==> config.mk <==
export PLATFORM = sky130hd
export DESIGN_NAME = pe_param
export DESIGN_NICKNAME = d
export VERILOG_FILES = /design/src/rtl/pe_param.sv
export SDC_FILE = /design/constraint.sdc
export NUM_CORES = 1
export LEC_CHECK = 0
export CAP_MARGIN = 30
export CORE_MARGIN = 3
export CORE_UTILIZATION = 45
export CTS_CLUSTER_DIAMETER = 40
export DETAILED_ROUTE_END_ITERATION = 8
export GPL_ROUTABILITY_DRIVEN = 0
export GPL_TIMING_DRIVEN = 0
export MAX_ROUTING_LAYER = met4
export PLACE_DENSITY = 0.62
export SYNTH_ARGS = -nofsm -noshare
export SYNTH_HDL_FRONTEND = slang
export SYNTH_SLANG_ARGS = --single-unit
==> constraint.sdc <==
create_clock -name clk -period 12.1 [get_ports clk]
set_input_delay 2.42 -clock clk [delete_from_list [all_inputs] [get_ports clk]]
set_output_delay 2.42 -clock clk [all_outputs]
set_load 0.02 [all_outputs]
==> src/rtl/pe_param.sv <==
// Parametrised systolic-array PE: double-buffered c1/c2 accumulators, per-beat OS/WS dataflow.
// Optional macro PE_SAT_EN makes the out_c clip saturate; otherwise it wraps to OUT_W bits.
module pe_param #(
    parameter int IN_W    = 8,
    parameter int OUT_W   = 20,
    parameter int ACC_W   = 32,
    parameter int SHIFT_W = 5,
    parameter int ID_W    = 3
) (
    input  logic                     clk,
    input  logic                     rst,
    input  logic                     in_valid,
    input  logic signed [IN_W-1:0]   in_a,
    input  logic signed [OUT_W-1:0]  in_b,
    input  logic signed [OUT_W-1:0]  in_d,
    input  logic                     in_dataflow,
    input  logic                     in_propagate,
    input  logic [SHIFT_W-1:0]       in_shift,
    input  logic [ID_W-1:0]          in_id,
    input  logic                     in_last,
    output logic                     out_valid,
    output logic signed [IN_W-1:0]   out_a,
    output logic signed [OUT_W-1:0]  out_b,
    output logic signed [OUT_W-1:0]  out_c,
    output logic                     out_dataflow,
    output logic                     out_propagate,
    output logic [SHIFT_W-1:0]       out_shift,
    output logic [ID_W-1:0]          out_id,
    output logic                     out_last
);

    logic signed [ACC_W-1:0] c1;
    logic signed [ACC_W-1:0] c2;
    logic                    last_prop;

    logic                    flip;
    logic [SHIFT_W-1:0]      shift_amt;
    logic signed [ACC_W-1:0] drain_bank;
    logic signed [ACC_W-1:0] acc_bank;
    logic signed [ACC_W-1:0] preload;
    logic signed [ACC_W-1:0] prod;
    logic signed [ACC_W-1:0] acc_next;
    logic signed [IN_W-1:0]  ws_weight;
    logic signed [OUT_W-1:0] ws_sum;
    logic signed [OUT_W-1:0] b_next;
    logic signed [OUT_W-1:0] c_next;

    // Round-half-up arithmetic shift; the +1 bit keeps the rounding add from overflowing.
    function automatic logic signed [ACC_W-1:0] round_shift(
        input logic signed [ACC_W-1:0] x,
        input logic [SHIFT_W-1:0]      s
    );
        logic signed [ACC_W:0]   wide;
        logic signed [ACC_W-1:0] res;
        wide = (ACC_W+1)'(x) + ((ACC_W+1)'(1) <<< (s - 1'b1));
        if (s == '0)
            res = x;
        else if (int'(s) >= ACC_W)
            res = {ACC_W{x[ACC_W-1]}};
        else
            res = ACC_W'(wide >>> s);
        return res;
    endfunction

    assign flip       = (in_propagate != last_prop);
    assign shift_amt  = flip ? in_shift : '0;

    // The propagate bit names the bank being drained and preloaded; the other one works.
    assign drain_bank = in_propagate ? c1 : c2;
    assign acc_bank   = in_propagate ? c2 : c1;

    assign prod       = ACC_W'(in_a) * ACC_W'(in_b);
    assign preload    = in_dataflow ? ACC_W'(in_b) : ACC_W'(in_d);
    assign acc_next   = in_dataflow ? acc_bank : acc_bank + prod;
    assign ws_weight  = acc_bank[IN_W-1:0];
    assign ws_sum     = in_d + OUT_W'(in_a) * OUT_W'(ws_weight);
    assign b_next     = in_dataflow ? ws_sum : in_b;

`ifdef PE_SAT_EN
    localparam logic signed [ACC_W-1:0] CLIP_MAX = {{(ACC_W-OUT_W+1){1'b0}}, {(OUT_W-1){1'b1}}};
    localparam logic signed [ACC_W-1:0] CLIP_MIN = {{(ACC_W-OUT_W+1){1'b1}}, {(OUT_W-1){1'b0}}};
    logic signed [ACC_W-1:0] drain_val;

    always_comb begin
        drain_val = in_dataflow ? drain_bank : round_shift(drain_bank, shift_amt);
        if (drain_val > CLIP_MAX)
            c_next = OUT_W'(CLIP_MAX);
        else if (drain_val < CLIP_MIN)
            c_next = OUT_W'(CLIP_MIN);
        else
            c_next = OUT_W'(drain_val);
    end
`else
    assign c_next = OUT_W'(in_dataflow ? drain_bank : round_shift(drain_bank, shift_amt));
`endif

    // Bubbles only clear out_valid; banks and payload outputs keep their last values.
    always_ff @(posedge clk or posedge rst) begin
        if (rst) begin
            c1            <= '0;
            c2            <= '0;
            last_prop     <= 1'b0;
            out_valid     <= 1'b0;
            out_a         <= '0;
            out_b         <= '0;
            out_c         <= '0;
            out_dataflow  <= 1'b0;
            out_propagate <= 1'b0;
            out_shift     <= '0;
            out_id        <= '0;
            out_last      <= 1'b0;
        end else begin
            out_valid <= in_valid;
            if (in_valid) begin
                last_prop     <= in_propagate;
                out_a         <= in_a;
                out_b         <= b_next;
                out_c         <= c_next;
                out_dataflow  <= in_dataflow;
                out_propagate <= in_propagate;
                out_shift     <= in_shift;
                out_id        <= in_id;
                out_last      <= in_last;
                if (in_propagate) begin
                    c1 <= preload;
                    c2 <= acc_next;
                end else begin
                    c2 <= preload;
                    c1 <= acc_next;
                end
            end
        end
    end

endmodule
==> impl_metrics.env <==
export IMPL_drtIter0Drc=1807
export IMPL_crit_fanout=12
export IMPL_syn_area_per_cell_um2=8.78
export IMPL_min_path_type="reg -> reg"
export IMPL_async_flop_share_pct=100
export IMPL_clk_path_buf_depth=2
export IMPL_critical_path_class="in -> reg"
export IMPL_finalCritPeriodShare_pct=82.7
export IMPL_status="complete, no violations"
export IMPL_dieWidth_um=222
export IMPL_fin_area_um2=23400
export IMPL_fmax_mhz=99.9
export IMPL_cts_root_buffer="clkbuf_16"
export IMPL_numClockSinks=124
export IMPL_via_per_inst=6.04
export IMPL_period_needed_ns=10.01
export IMPL_die_h_um=222
export IMPL_grtUsageTotal_pct=29.5
export IMPL_synth_cell_types=94
export IMPL_final_cell_mix="fa_1 (261), inv_1 (242), nor2_1 (194)"
export IMPL_synth_area_um2=21100
export IMPL_numCtsBuffers=17
export IMPL_crit_buf_inv=4
export IMPL_end_kind="register"
export IMPL_ys_dominant_reg_cell="dfrtp_1"
export IMPL_avgRoutedWirePerCell_um=22.5
export IMPL_holdBufCountCts=0
export IMPL_grt_pass1_wl_um=110000
export IMPL_grt_setup_unrepaired="false"
export IMPL_instances_no_fill=3135
export IMPL_cp_top_family="adder cells"
export IMPL_numPlacedInstances=3102
export IMPL_drv_slew=0
export IMPL_setup_violations=0
export IMPL_crit_top_cell="fa_1"
export IMPL_cts_tree="done"
export IMPL_ys_seq_elements=124
export IMPL_io_pins=122
export IMPL_detail_route_antenna_nets=0
export IMPL_hold_viol=0
export IMPL_initial_core_util_pct=46.0
export IMPL_synthCells=2399
export IMPL_finalClockSkew_ns=0.0131
export IMPL_crit_path_top_delay_cell="buf_1"
export IMPL_grt_overflow_total=0
export IMPL_firstDrtPassIters=6
export IMPL_max_slew_worst_pin_slew_ns=0.984
export IMPL_critPathMaxStageDelay_ns=0.66
export IMPL_syn_nets=2870
export IMPL_area_delta_synth_final_pct=11.1
export IMPL_placed_cell_area_um2=22900
export IMPL_vias=18922
export IMPL_row_count=78
export IMPL_grt_start_max_net_pins=65
export IMPL_dpl_hpwl_um=57200
export IMPL_grt_pass1_vias=19088
export IMPL_clk_latency_ns=0.50
export IMPL_arrival_ns=10.35
export IMPL_drive_above_1_share_pct=7.70
export IMPL_cp_required_ns=12.45
export IMPL_startpoint_type="input port"
export IMPL_port_buffers=94
export IMPL_routed_wirelength_um=70400
export IMPL_synth_edf_count=0
export IMPL_antenna_found_initial=3
export IMPL_slew_headroom_pct=34.4
export IMPL_die_area_um2=49500
export IMPL_drcViolationCount=0
export IMPL_cts_resized=0
export IMPL_fp_coreArea_um2=45800
export IMPL_fin_nets=2992
export IMPL_path_cells="buf_2 -> buf_1 -> clkbuf_1 -> mux2_2 -> nand2_1 -> inv_1 -> fa_1 -> fa_1 -> fa_1 -> fa_1 -> fa_1 -> ha_1 -> a21oi_1 -> o21bai_1 -> a21oi_1 -> o21bai_1 -> a41o_1 -> o41ai_1 -> o21ai_0 -> xor2_1 -> mux2i_1 -> a21oi_1"
export IMPL_yosys_warnings=0
export IMPL_layout_commonest_cell="fa_1"
export IMPL_clk_pin_slew_ns=0.06
export IMPL_setup_tns_ns=0
export IMPL_h_tree_depth=4
export IMPL_yosysSeqAreaShare_pct=14.7
export IMPL_cts_setup_buffers=0
export IMPL_maxCapViolations=0
metrics by stage:
step	setup slack [ns]	hold WS, ns	util, %
after floorplan	3.19	0.463	-
after global placement	1.42	0.477	49.7
after detailed placement	1.68	0.489	50.0
after CTS	2.17	0.503	51.2
after global routing	1.69	0.515	51.2
final	2.09	0.500	51.2
flip-flops by register name, summed over array words and instances, names as in the netlist:
| name | flops |
|---|---|
| c1 | 32 |
| out_propagate | 1 |
| out_id | 3 |
| out_dataflow | 1 |
| out_b | 20 |
| out_last | 1 |
| c2 | 32 |
| out_c | 20 |
| out_a | 8 |
| out_valid | 1 |
| out_shift | 5 |
logic make-up after synthesis:
kind of cell / share of synthesized area, %
simple gates: 15.9
compound gates: 17.4
fa+ha+maj: 33.6
buf+inv: 7.12
mux: 8.26
flops: 14.7
xor+xnor: 3.06
cell type report:
cell class / instances / area, µm²
Sequential cell: 124 / 3100
Buffer: 143 / 577
Clock buffer: 17 / 425
Clock inverter: 14 / 113
Tap cell: 600 / 751
Timing Repair Buffer: 103 / 1050
Fill cell: 4409 / 22400
Antenna cell: 2 / 5.00
Inverter: 246 / 928
Multi-Input combinational cell: 1886 / 16500
Yosys cell counts (16+ instances only):
master,n,area [µm²]
o211ai_1,20,150
o21a_1,20,150
ha_1,148,1850
a21o_1,39,293
o21ai_0,122,611
mux2i_1,73,731
nand3_1,25,125
dfrtp_1,124,3100
a31oi_1,16,100
xnor2_1,54,473
nor3_1,52,260
a21oi_1,150,751
or3_1,17,106
a211oi_1,40,300
inv_1,243,912
buf_1,16,60.1
nor2b_1,36,225
and2_1,112,701
buf_2,21,105
clkbuf_1,101,379
mux2_2,77,867
fa_1,261,5230
nand2_1,192,721
xor2_1,16,140
nor2_1,194,728
final timing paths:
kind	start	end	slack, ns	depth (start not counted)
setup / recovery	in_propagate	out_b[18]	2.09	22
max in group asynchronous	rst	c1[31]	8.94	3
setup reg to reg	out_propagate	out_c[3]	4.88	19
hold / removal	out_c[0]	out_c[0]	0.50	1
hold reg to reg	out_c[0]	out_c[0]	0.50	1
min in group asynchronous	rst	out_id[1]	2.38	2
layer usage:
metal | global-route usage (%) | part of all wire [%] | up-vias
li1 | - | - | 8408
met1 | 39.1 | 42 | 9407
met2 | 42.9 | 44 | 924
met3 | 8.83 | 11 | 183
met4 | 10.8 | 3.8 | 0
met5 | - | 0 | -
Power is not shown: default switching activity piles up to over one toggle a cycle in this logic, so the estimate is an artifact.
